===== src/rtl/tp_probe_conditioner.sv =====
// tp_probe_conditioner
// Conditions two 16-bit debug probe groups for the test-point output stage.
// Each group is synchronised and edge-detected. Single-cycle pulses are stretched so a
// scope can see them. One group/mode is driven onto TP_OUT. Rising edges of one selectable
// probe bit are counted between SNAP strobes.
module tp_probe_conditioner #(
  parameter int STRETCH = 8,
  parameter int CNT_W   = 16
) (
  input  logic             CLK,
  input  logic             RST,
  input  logic [15:0]      PROBE_A,
  input  logic [15:0]      PROBE_B,
  input  logic             SEL_REQ,
  input  logic [1:0]       SEL_VAL,
  input  logic [3:0]       CNT_SEL,
  input  logic             SNAP,
  output logic [15:0]      TP_OUT,
  output logic [1:0]       SEL_ACT,
  output logic [CNT_W-1:0] EVT_CNT,
  output logic             CNT_OVF
);

  // Wide enough to hold STRETCH-1. The edge cycle itself supplies the first high cycle.
  localparam int SW = (STRETCH > 1) ? $clog2(STRETCH) : 1;
  localparam logic [SW-1:0]    STR_LOAD = SW'(STRETCH - 1);
  localparam logic [CNT_W-1:0] CNT_MAX  = '1;

  logic [15:0] s1_a, s2_a, s3_a;
  logic [15:0] s1_b, s2_b, s3_b;
  logic [15:0] edge_a, edge_b;
  logic [15:0] str_a, str_b;
  logic [SW-1:0] cnt_a [16];
  logic [SW-1:0] cnt_b [16];
  logic [15:0] mux_out;
  logic        cnt_edge;
  logic [CNT_W-1:0] edge_cnt, edge_cnt_next;
  logic        ovf, ovf_next;

  // Two-flop synchroniser plus a previous-sample flop per group for edge detection
  always_ff @(posedge CLK or posedge RST) begin
    if (RST) begin
      s1_a <= '0;
      s2_a <= '0;
      s3_a <= '0;
      s1_b <= '0;
      s2_b <= '0;
      s3_b <= '0;
    end else begin
      s1_a <= PROBE_A;
      s2_a <= s1_a;
      s3_a <= s2_a;
      s1_b <= PROBE_B;
      s2_b <= s1_b;
      s3_b <= s2_b;
    end
  end

  assign edge_a = s2_a & ~s3_a;
  assign edge_b = s2_b & ~s3_b;

  // Per-bit stretch counters: reload on every rising edge, otherwise run down to zero
  always_ff @(posedge CLK or posedge RST) begin
    if (RST) begin
      for (int i = 0; i < 16; i++) begin
        cnt_a[i] <= '0;
        cnt_b[i] <= '0;
      end
    end else begin
      for (int i = 0; i < 16; i++) begin
        if (edge_a[i]) begin
          cnt_a[i] <= STR_LOAD;
        end else if (cnt_a[i] != '0) begin
          cnt_a[i] <= cnt_a[i] - 1'b1;
        end
        if (edge_b[i]) begin
          cnt_b[i] <= STR_LOAD;
        end else if (cnt_b[i] != '0) begin
          cnt_b[i] <= cnt_b[i] - 1'b1;
        end
      end
    end
  end

  // Stretched bit is high on the edge cycle itself and while the counter is still running
  always_comb begin
    str_a = '0;
    str_b = '0;
    for (int i = 0; i < 16; i++) begin
      str_a[i] = edge_a[i] | (cnt_a[i] != '0);
      str_b[i] = edge_b[i] | (cnt_b[i] != '0);
    end
  end

  // Output source select for the currently applied mode
  always_comb begin
    mux_out = '0;
    case (SEL_ACT)
      2'd0:    mux_out = s2_a;
      2'd1:    mux_out = str_a;
      2'd2:    mux_out = s2_b;
      default: mux_out = str_b;
    endcase
  end

  // Mode register and output register; a real mode change blanks TP_OUT for one cycle
  always_ff @(posedge CLK or posedge RST) begin
    if (RST) begin
      SEL_ACT <= '0;
      TP_OUT  <= '0;
    end else begin
      if (SEL_REQ) begin
        SEL_ACT <= SEL_VAL;
      end
      if (SEL_REQ && (SEL_VAL != SEL_ACT)) begin
        TP_OUT <= '0;
      end else begin
        TP_OUT <= mux_out;
      end
    end
  end

  // Next counter value including this cycle's raw edge, saturating at all-ones
  always_comb begin
    cnt_edge      = SEL_ACT[1] ? edge_b[CNT_SEL] : edge_a[CNT_SEL];
    edge_cnt_next = edge_cnt;
    if (cnt_edge && (edge_cnt != CNT_MAX)) begin
      edge_cnt_next = edge_cnt + CNT_W'(1);
    end
    ovf_next = ovf | (cnt_edge && (edge_cnt_next == CNT_MAX));
  end

  // Edge counter with snapshot: SNAP captures the count (with a same-cycle edge) and clears it
  always_ff @(posedge CLK or posedge RST) begin
    if (RST) begin
      edge_cnt <= '0;
      ovf      <= 1'b0;
      EVT_CNT  <= '0;
      CNT_OVF  <= 1'b0;
    end else if (SNAP) begin
      EVT_CNT  <= edge_cnt_next;
      CNT_OVF  <= ovf_next;
      edge_cnt <= '0;
      ovf      <= 1'b0;
    end else begin
      edge_cnt <= edge_cnt_next;
      ovf      <= ovf_next;
    end
  end

endmodule


===== config.mk =====
export PLATFORM = sky130hd
export DESIGN_NAME = tp_probe_conditioner
export DESIGN_NICKNAME = d
export VERILOG_FILES = /design/src/rtl/tp_probe_conditioner.sv
export SDC_FILE = /design/constraint.sdc
export NUM_CORES = 1
export LEC_CHECK = 0
export CAP_MARGIN = 20
export CORE_MARGIN = 2
export CORE_UTILIZATION = 30
export CTS_CLUSTER_SIZE = 28
export DETAILED_ROUTE_END_ITERATION = 6
export DONT_BUFFER_PORTS = 1
export SYNTH_ARGS = -nofsm -noshare
export SYNTH_HDL_FRONTEND = slang
export SYNTH_SLANG_ARGS = --single-unit

===== constraint.sdc =====
create_clock -name CLK -period 10.3 [get_ports CLK]
set_input_delay 0 -clock CLK [delete_from_list [all_inputs] [get_ports CLK]]
set_output_delay 0 -clock CLK [all_outputs]
set_load 0.01 [all_outputs]

== Word-level counts from Yosys, hierarchy flattened ==
Cells that the tools add are included.

* Output and inout bits: 35
* Bits of input ports: 42
* Register bits: 244
* Logic and storage cells: 262

* Bitwise gates (word level): 37
* Magnitude comparators: 1
* Muxes and demuxes: 74
* Reductions and logical operators: 68
* $add $sub $neg: 33
* Equality and inequality tests: 5

{| class="wikitable"
|+ Operators by type and width
! cell !! count
|-
| 2-to-1 mux 3 bit || 64
|-
| nonzero test 3 bit || 32
|-
| subtractor 3 x 1 -> 3 bit (second input constant) || 32
|-
| nonzero test 2 bit || 32
|-
| 2-to-1 mux 16 bit || 3
|-
| one-hot mux 16 bit (3 select lines) || 1
|-
| OR 1 bit || 33
|-
| bitwise AND 16 bit || 2
|-
| NOT 16 bit || 2
|-
| adder 16 x 1 -> 16 bit (second input constant) || 1
|-
| == test 16 bit (second input constant) || 1
|-
| inequality test 16 bit (second input constant) || 1
|-
| binary-select mux 1 bit (select 4 bit) || 2
|-
| < comparator 4 x 5 -> 1 bit (second input constant) || 1
|-
| 2-to-1 mux 1 bit || 4
|-
| logical AND 1 bit || 3
|-
| == test 2 x 1 -> 1 bit (second input constant) || 1
|-
| == test 2 bit (second input constant) || 1
|-
| zero test 2 bit || 1
|-
| inequality test 2 bit || 1
|}

== Logic depth before layout (Yosys ltp) ==
Gate-level depths: netlist of the first run.

* Depth after elaboration: 11
* Depth in mapped cells: 11
* Mapped depth without buffers: 9

== Worst setup path before layout of the first run ==
OpenSTA, ideal clock, no wires.

* Path type: flip-flop to flip-flop
* Start: register edge_cnt[0]
* End: register CNT_OVF
* Period minus slack after synthesis: 2,416 ps
* Arrival time: 2,279 ps
* Cell stages (with the launch flop): 10
* Path slack: 7,884 ps
* Library setup time: 137 ps
* Buffers on the path: 1
* Data required time: 10,163 ps
* Cell sequence: dfrtp_1 > ha_1 > nand4_1 > or2_2 > or3_1 > o21a_1 > buf_4 > a32o_1 > a41oi_1 > a21oi_1

* Word-level cells in the longest chain between the ends: 6
* Elaborated cells on any way between the ends: 7
* Those cells by class: add/sub (1); eq/ne (2); mux (1); bitwise (1); reduce/logical (2)

{| class="wikitable"
|+ RTL lines
! what !! line !! source
|-
| start: declaration || 37 || <nowiki>logic [CNT_W-1:0] edge_cnt, edge_cnt_next;</nowiki>
|-
| start signal: assignment || 146 || <nowiki>edge_cnt <= edge_cnt_next;</nowiki>
|-
| branches (longest 2 deep; another with adder 16 x 1 -> 16 bit) || -- ||
|-
| 2-to-1 mux 16 bit * || 127 || <nowiki>if (cnt_edge && (edge_cnt != CNT_MAX)) begin</nowiki>
|-
| == test 16 bit * || 130 || <nowiki>ovf_next = ovf | (cnt_edge && (edge_cnt_next == CNT_MAX));</nowiki>
|-
| logical AND 1 bit * || 130 ||
|-
| OR 1 bit * || 130 ||
|-
| end signal: assignment || 142 || <nowiki>CNT_OVF <= ovf_next;</nowiki>
|-
| end: declaration || 21 || <nowiki>output logic CNT_OVF</nowiki>
|}

Every way passes the cells marked *.
A chain may end at the register's enable or synchronous reset.

== Worst setup path in the final report of the first run ==
* Start: register edge_cnt[0]
* End: register edge_cnt[15]

* Word-level cells in the longest chain between the ends: 4
* Elaborated cells on any way between the ends: 5
* Those cells by class: add/sub (1); eq/ne (1); mux (2); reduce/logical (1)

{| class="wikitable"
|+ RTL lines
! what !! line !! source
|-
| branches (longest 2 deep; another with adder 16 x 1 -> 16 bit) || -- ||
|-
| 2-to-1 mux 16 bit * || 127 ||
|-
| 2-to-1 mux 16 bit * || 140 || <nowiki>end else if (SNAP) begin</nowiki>
|}

Marks and branches as above.

==> qor.log, run 1 <==
[setup_path] Critical Path Sink Type flip-flop
[power] Power Dens Cells 243 mW/mm2
[drt] routed wire length 21700 um
[floorplanning] chip width 193 um
[synthesis] main combinational cell family by area after synthesis simple AND/OR/NAND/NOR gates
[clock_network] count of H-tree levels built during CTS 1
[final_layout] Ant. Diodes 0
[clock_network] clock root cell sky130_fd_sc_hd__clkbuf_16
[synthesis] primary flip-flop cell chosen by synthesis mapping sky130_fd_sc_hd__dfrtp_1
[sta] clock skew after layout 9.72 ps
[sta] RSZ-0062 raised after global routing no
[synthesis] synthesized-area fraction occupied by ao, oa, aoi and oai cells 6.24%
[sta] normalized max-slew margin 38.8%
[setup_path] critical path's most frequent cell sky130_fd_sc_hd__nor3_1
[drt] DRT antenna net count 0
[sta] Slew Viols, Final 0
[clock_network] post-CTS clock slew at the launch and capture registers of the worst setup and hold paths 60 ps
[worst_hold_path] Worst Hold Depth 1
[global_route] gr ovfl total 0
[power] VDD IR-drop max 0.000129 V
[setup_path] critical path required time 10730 ps
[sta] time the worst path needs with I/O delays and setup 3140 ps
[global_route] pin count of the biggest net entering global routing 93
[sta] FMAX 0.318 GHz
[worst_hold_path] startpoint of the tightest hold check path PROBE_A[6]
[synthesis] synthesized-area fraction occupied by adder cells 7.56%
[synthesis] average cell area after synthesis 11.0 um2
[drt] detailed-route vias per instance 4.47
[drt] number of vias after detailed routing 6875
[setup_path] Slowest cell on crit path sky130_fd_sc_hd__dlygate4sd3_1
[synthesis] count of flip-flops with a built-in enable after synthesis 0
[final_layout] Final Instance Count excl. Fillers 1539
[global_route] number of antenna violations at the first check in global routing 0
[synthesis] Syn Nets 1081
[clock_network] number of setup buffers added after CTS 0
[sta] Final period util 30.5%
[synthesis] post-synthesis cell type count 53
[outcome] outcome complete, no violations
[floorplanning] die height 193 um
[drt] number of DRC markers after the initial detailed-route iteration 365
[clock_network] total clock buffers created by CTS 28
[clock_network] clock insertion delay at the later pin of the skew report 550 ps
[placement] Detail Placement HPWL 14600 um
[worst_hold_path] Worst Hold Path EP s1_a[6]
[clock_network] count of hold-fix buffers inserted at cts 65
[final_layout] post-synthesis to final-layout area growth 20.8%
[synthesis] number of standard cells after synthesis 974
[final_layout] Filler Cells Inserted 3464
[sta] Post-Route Setup TNS 0 ps
[global_route] total track usage 11.9%
[floorplanning] area of the core 0.0354 mm2
[setup_path] maximum cell stage delay along the critical path 550 ps
[final_layout] utilization after layout 36.7%
[final_layout] number of nets in the finished design 1163
[job] max-cap viol count 0
[sta] Finish-stage setup viols 0
[setup_path] internal reg-to-reg setup slack 7160 ps
[drt] DRC violation count after routing 0
[synthesis] Seq cells post-synth 244
[floorplanning] Rows 69
[synthesis] register area share after synthesis 56.8%
[global_route] vias in the first global route 7153
[setup_path] critical path peak fanout 6
[clock_network] clock buffer depth 3
[setup_path] source of the worst register-to-register timing path edge_cnt[0]
[floorplanning] starting utilization of the core area 30.4%
[setup_path] R2R depth 10
[placement] final weighted congestion of routability-driven global placement 0.767
[floorplanning] I/O pin count 77
[placement] Placed Cells 1421
[drt] TritonRoute pass-1 iters 6
[placement] port buffer count 0
[synthesis] simple-gate share of the synthesized area 15.7%
[synthesis] Synth Warn # 0
[setup_path] Data arrival, critical path 3570 ps
[synthesis] share of async-settable or async-resettable flops after synthesis 100%
[setup_path] Cell Chain, Critical Path ha_1, nand4_1, or2_2, nor3_1, nor3_1, o21ai_2, nor4_2, xnor2_1, nor2_1, dlygate4sd3_1
[setup_path] critical path class flip-flop to flip-flop
[clock_network] clock tree from TritonCTS built
[global_route] wire length of the first global-routing pass 36400 um
[final_layout] ratio of cells with drive above 1 in the final layout 8.81%
[sta] slew at the pin closest to its max-slew limit 917 ps
[floorplanning] Total Die Area 0.0374 mm2
[sta] total count of hold-check failures in the final report 0
[setup_path] destination of the worst register-to-register timing path edge_cnt[15]
[power] Leakage 5.91 nW
[synthesis] mapped cell area 0.0108 mm2
[synthesis] share of cell area taken by muxes after synthesis 6.12%
[worst_hold_path] worst hold path type primary input to flip-flop
[synthesis] XOR/XNOR Fraction of Synth Area 4.15%
[clock_network] # resized after CTS 0
[drt] average routed wire per standard cell 14.1 um
[setup_path] kind of start point of the critical path flip-flop
[setup_path] first element of the critical path edge_cnt[0]
[clock_network] number of sinks handled by clock tree synthesis 244
## through the flow
| step | hold slack, ps | instance area, um2 | worst slack (ps) | power, W |
|---|---|---|---|---|
| 2_1_floorplan | 31.4 | 10800 | 3600 | 0.00195 |
| 3_3_place_gp | 5.87 | 11300 | 7540 | 0.00206 |
| 3_5_place_dp | 13.5 | 11300 | 7500 | 0.00211 |
| 4_1_cts | 2.33 | 13000 | 7150 | 0.00321 |
| 5_1_grt | 8.66 | 13000 | 6920 | 0.00341 |
| 6_report | 24.0 | 13000 | 7160 | 0.00316 |
## worst max path at each step
stage	slack (ps)	to	cells after the start
CTS	7150	edge_cnt[15]	9
global route	6920	edge_cnt[15]	10
finish	7160	edge_cnt[15]	10
floorplan	3600	CNT_OVF	1
global placement	7540	CNT_OVF	8
detailed placement	7500	CNT_OVF	8
## where the power goes
group,leakage [nW],internal [W],switching (W)
clock network,0.499,0.000658,0.000396
registers,2.82,0.00119,0.000139
logic,2.59,0.000365,0.000417
## worst max-delay path, delay by kind of cell (launching register included)
kind	cells	cell delay [ps]
AOI/OAI and AO/OA	1	210
xor gates and xnor gates	1	210
DFF	1	430
and+or+nand+nor	6	1350
adders and majority gates	1	280
buffers and inverters	1	550
## cell usage after synthesis, drive strengths merged (6+ instances only)
cell      n  area share, %
mux2i    35            3.3
buf       8           0.42
ha       65            7.6
o211ai    7           0.49
xnor2    44            3.6
o22ai    14           0.81
xor2      7           0.57
dfrtp   244             57
a211oi   17            1.3
a21oi    19           0.88
o21ai    33            1.6
nand2b   59            3.8
clkbuf   13           0.45
nor3     17           0.84
nor2     70            2.4
nand2   166            5.8
nand3    13           0.60
mux2     19            2.0
nor4      6           0.66
inv      73            2.5
nor2b     9           0.52
## routing by layer
| layer | vias to the layer above | GRT usage (%) | routed length, um |
|---|---|---|---|
| met2 | 100 | 19.9 | 10300 |
| li1 | 3379 | - | - |
| met5 | - | 0 | 0 |
| met1 | 3348 | 15.1 | 9880 |
| met3 | 48 | 2.42 | 884 |
| met4 | 0 | 4.83 | 638 |
## cells in the final DEF, fill, tap and decap left out, types with 16 or more instances in the layout
| master | netlist | layout |
|---|---|---|
| sky130_fd_sc_hd__nand2_1 | 166 | 166 |
| sky130_fd_sc_hd__clkbuf_16 | 0 | 28 |
| sky130_fd_sc_hd__mux2_2 | 17 | 17 |
| sky130_fd_sc_hd__dlygate4sd3_1 | 0 | 64 |
| sky130_fd_sc_hd__a21oi_1 | 19 | 19 |
| sky130_fd_sc_hd__inv_1 | 73 | 72 |
| sky130_fd_sc_hd__o21ai_0 | 32 | 32 |
| sky130_fd_sc_hd__a211oi_1 | 16 | 16 |
| sky130_fd_sc_hd__mux2i_1 | 35 | 35 |
| sky130_fd_sc_hd__dfrtp_1 | 244 | 244 |
| sky130_fd_sc_hd__ha_1 | 65 | 65 |
| sky130_fd_sc_hd__xnor2_1 | 44 | 44 |
| sky130_fd_sc_hd__nand2b_1 | 54 | 54 |
| sky130_fd_sc_hd__nor2_1 | 70 | 70 |
| sky130_fd_sc_hd__nor3_1 | 16 | 16 |
## logic make-up after synthesis
group / after synthesis
buffers and inverters: 94
adder cells (fa/ha/maj): 65
AO/OA/AOI/OAI: 105
AND/OR/NAND/NOR: 357
flip-flops: 244
XOR/XNOR: 51
multiplexers: 58
## layout make-up
cell class                 count  area (um2)  share of cell area [%]
sequential                   244        6110                    47.0
multi-input combinational    636        4280                    33.0
clock buffer                  39         822                    6.33
timing repair buffer          73         741                    5.70
tap                          461         577                    4.44
inverter                      73         282                    2.17
clock inverter                13         185                    1.42
## state kept, by name (all words and copies together) (netlist names)
register	flops
cnt_a	48
cnt_b	48
EVT_CNT	16
TP_OUT	16
edge_cnt	16
s1_a	16
s1_b	16
s2_a	16
s2_b	16
s3_a	16
s3_b	16
SEL_ACT	2
CNT_OVF	1
ovf	1
Power figures use the tool's default switching activity.
==> inputs of run 2 (changes only) <==
clock period = 2.8 ns   (was 10.3 ns; I/O delays follow)
==> run 2 against run 1 <==
Effect of this change: die area unchanged; core utilization shrank 0.15 points; first-iteration DRC count fell by 1.1%; largest power group unchanged.
==> qor.log, run 2 (synthesized netlist as in run 1, its figures left out) <==
[worst_hold_path] worst hold path type primary input to flip-flop
[setup_path] Slowest cell on crit path sky130_fd_sc_hd__mux4_2
[setup_path] first element of the critical path s3_a[6]
[sta] FMAX 0.384 GHz [+21%]
[global_route] wire length of the first global-routing pass 36600 um [+0.51%]
[sta] total count of hold-check failures in the final report 0 [unchanged]
[outcome] outcome complete, no violations
[setup_path] timing endpoint of the critical path CNT_OVF
[drt] number of vias after detailed routing 6838 [-0.54%]
[setup_path] Critical Path Sink Type flip-flop
[floorplanning] starting utilization of the core area 30.4% [unchanged]
[clock_network] count of H-tree levels built during CTS 1 [unchanged]
[final_layout] largest registers cnt_a x48, cnt_b x48
[setup_path] CP delay by family, top compound AO/OA/AOI/OAI gates
[placement] standard cell area after detailed placement 0.0114 mm2 [+0.76%]
[floorplanning] chip width 193 um [unchanged]
[placement] final weighted congestion of routability-driven global placement 0.785 [+2.3%]
[final_layout] commonest non-fill, non-tap cell in the layout sky130_fd_sc_hd__dfrtp_1
[setup_path] critical path required time 3260 ps [-7470 ps]
[setup_path] critical path depth in cells 9 [-1]
[setup_path] critical path peak fanout 7 [+1]
[drt] DRT antenna net count 0 [unchanged]
[power] Leakage 5.87 nW [-0.63%]
[setup_path] Cell Chain, Critical Path nand2b_1, mux4_2, mux2_4, a211oi_4, buf_4, o21a_2, a32o_1, a41oi_1, a21oi_1
[drt] DRC violation count after routing 0 [unchanged]
[floorplanning] Rows 69 [unchanged]
[setup_path] kind of start point of the critical path flip-flop
[floorplanning] area of the core 0.0354 mm2 [unchanged]
[clock_network] post-CTS clock slew at the launch and capture registers of the worst setup and hold paths 60 ps [about the same]
[final_layout] ratio of cells with drive above 1 in the final layout 9.31% [+0.50 points]
[sta] slew at the pin closest to its max-slew limit 705 ps [-212 ps]
[final_layout] most frequent cells in the layout sky130_fd_sc_hd__dfrtp_1 (243), sky130_fd_sc_hd__nand2_1 (166), sky130_fd_sc_hd__inv_1 (72)
[placement] port buffer count 0 [unchanged]
[final_layout] post-synthesis to final-layout area growth 20.4%
[drt] average routed wire per standard cell 14.2 um [+0.97%]
[sta] RSZ-0062 raised after global routing no
[clock_network] number of sinks handled by clock tree synthesis 244 [unchanged]
[setup_path] critical path class flip-flop to flip-flop
[power] VDD IR-drop max 0.000412 V [+220%]
[global_route] pin count of the biggest net entering global routing 94 [+1.1%]
[clock_network] total clock buffers created by CTS 28 [unchanged]
[drt] routed wire length 21800 um [+0.71%]
[sta] clock skew after layout 15.2 ps [+5.47 ps]
[final_layout] Final Instance Area 0.0129 mm2 [-0.40%]
[job] max-cap viol count 0 [unchanged]
[power] Power Dens Cells 891 mW/mm2 [+270%]
[global_route] number of antenna violations at the first check in global routing 0 [unchanged]
[final_layout] Ant. Diodes 0 [unchanged]
[clock_network] clock root cell sky130_fd_sc_hd__clkbuf_16
[placement] Placed Cells 1428 [+0.49%]
[global_route] vias in the first global route 6952 [-2.8%]
[setup_path] R2R depth 9 [-1]
[setup_path] source of the worst register-to-register timing path s3_a[6]
[sta] time the worst path needs with I/O delays and setup 2600 ps [-544 ps]
[drt] TritonRoute pass-1 iters 4 [-2]
[final_layout] number of nets in the finished design 1163 [unchanged]
[setup_path] destination of the worst register-to-register timing path CNT_OVF
[final_layout] Final Instance Count excl. Fillers 1535 [-0.26%]
[floorplanning] I/O pin count 77 [unchanged]
[floorplanning] Total Die Area 0.0374 mm2 [unchanged]
[placement] Detail Placement HPWL 14800 um [+1.0%]
[sta] Slew Viols, Final 0 [unchanged]
[global_route] gr ovfl total 0 [unchanged]
[setup_path] internal reg-to-reg setup slack 200 ps [-6960 ps]
[clock_network] clock buffer depth 3 [unchanged]
[drt] number of DRC markers after the initial detailed-route iteration 361 [-1.1%]
[sta] Finish-stage setup viols 0 [unchanged]
[clock_network] clock insertion delay at the later pin of the skew report 550 ps [about the same]
[setup_path] maximum cell stage delay along the critical path 530 ps [-20 ps]
[clock_network] clock tree from TritonCTS built
[sta] normalized max-slew margin 52.9% [+14 points]
[setup_path] number of buffers and inverters on the critical path 1 [unchanged]
[drt] detailed-route vias per instance 4.45 [-0.28%]
[floorplanning] die height 193 um [unchanged]
[global_route] total track usage 12.1% [+0.13 points]
[sta] Final period util 92.9% [+62 points]
[setup_path] Data arrival, critical path 3060 ps [-510 ps]
run 2: power by group:
part | internal, W | total, W | switching, W
clock network | 0.00232 | 0.00375 | 0.00143
registers | 0.00437 | 0.00489 | 0.000519
logic | 0.00135 | 0.00290 | 0.00155
total | 0.00804 | 0.0115 | 0.00349
run 2: worst reg2reg max path: cells and delay by family, from the launching register on:
family                 cells  cell delay [ps]
AOI/OAI and AO/OA          5              940
buffers and inverters      1              180
DFF                        1              370
muxes                      2              830
and+or+nand+nor            1              190
run 2: metal layers:
metal	GRT usage, %	wire (um)
met5	0	0
met4	4.04	476
met3	2.72	1180
met2	19.9	10400
met1	15.7	9800
run 2: how the worst min path moves through the flow:
stage,startpoint,endpoint,slack (ps),depth (start not counted)
after CTS,PROBE_A[8],s1_a[8],2,1
after global placement,RST,s1_b[3],20,1
after global routing,PROBE_A[3],s1_a[3],20,1
final,PROBE_A[4],s1_a[4],30,1
after detailed placement,RST,s1_b[3],20,1
after floorplan,PROBE_A[0],s1_a[0],30,0
run 2: cell type report:
class,instances,area [um2]
Clock inverter,12,168
Tap cell,461,577
Timing Repair Buffer,73,741
Sequential cell,244,6110
Clock buffer,36,782
Multi-Input combinational cell,636,4290
Inverter,73,278
Fill cell,3434,22500
run 2: through the flow:
stage / hold WS (ps) / setup slack (ps) / total power (W) / TNS, ps / util, %
after floorplan: 31.4 / -404 / 0.00717 / -98520 / -
after global placement: 21.6 / 55.6 / 0.00761 / 0 / 32.2
after detailed placement: 21.6 / 28.4 / 0.00778 / 0 / 32.2
after CTS: 1.63 / 32.4 / 0.0117 / 0 / 36.5
after global routing: 18.5 / 1.44 / 0.0124 / 0 / 36.6
final: 27.6 / 199 / 0.0115 / 0 / 36.6
run 2: what timing repair did:
action / CTS / global route
hold endpoints to repair: 220 / 1
resized for setup: 1 / 3
hold buffers: 57 / 1
buffers inserted: 0 / 1
endpoints found under the setup margin: 1 / 8
pin swaps: 0 / 2
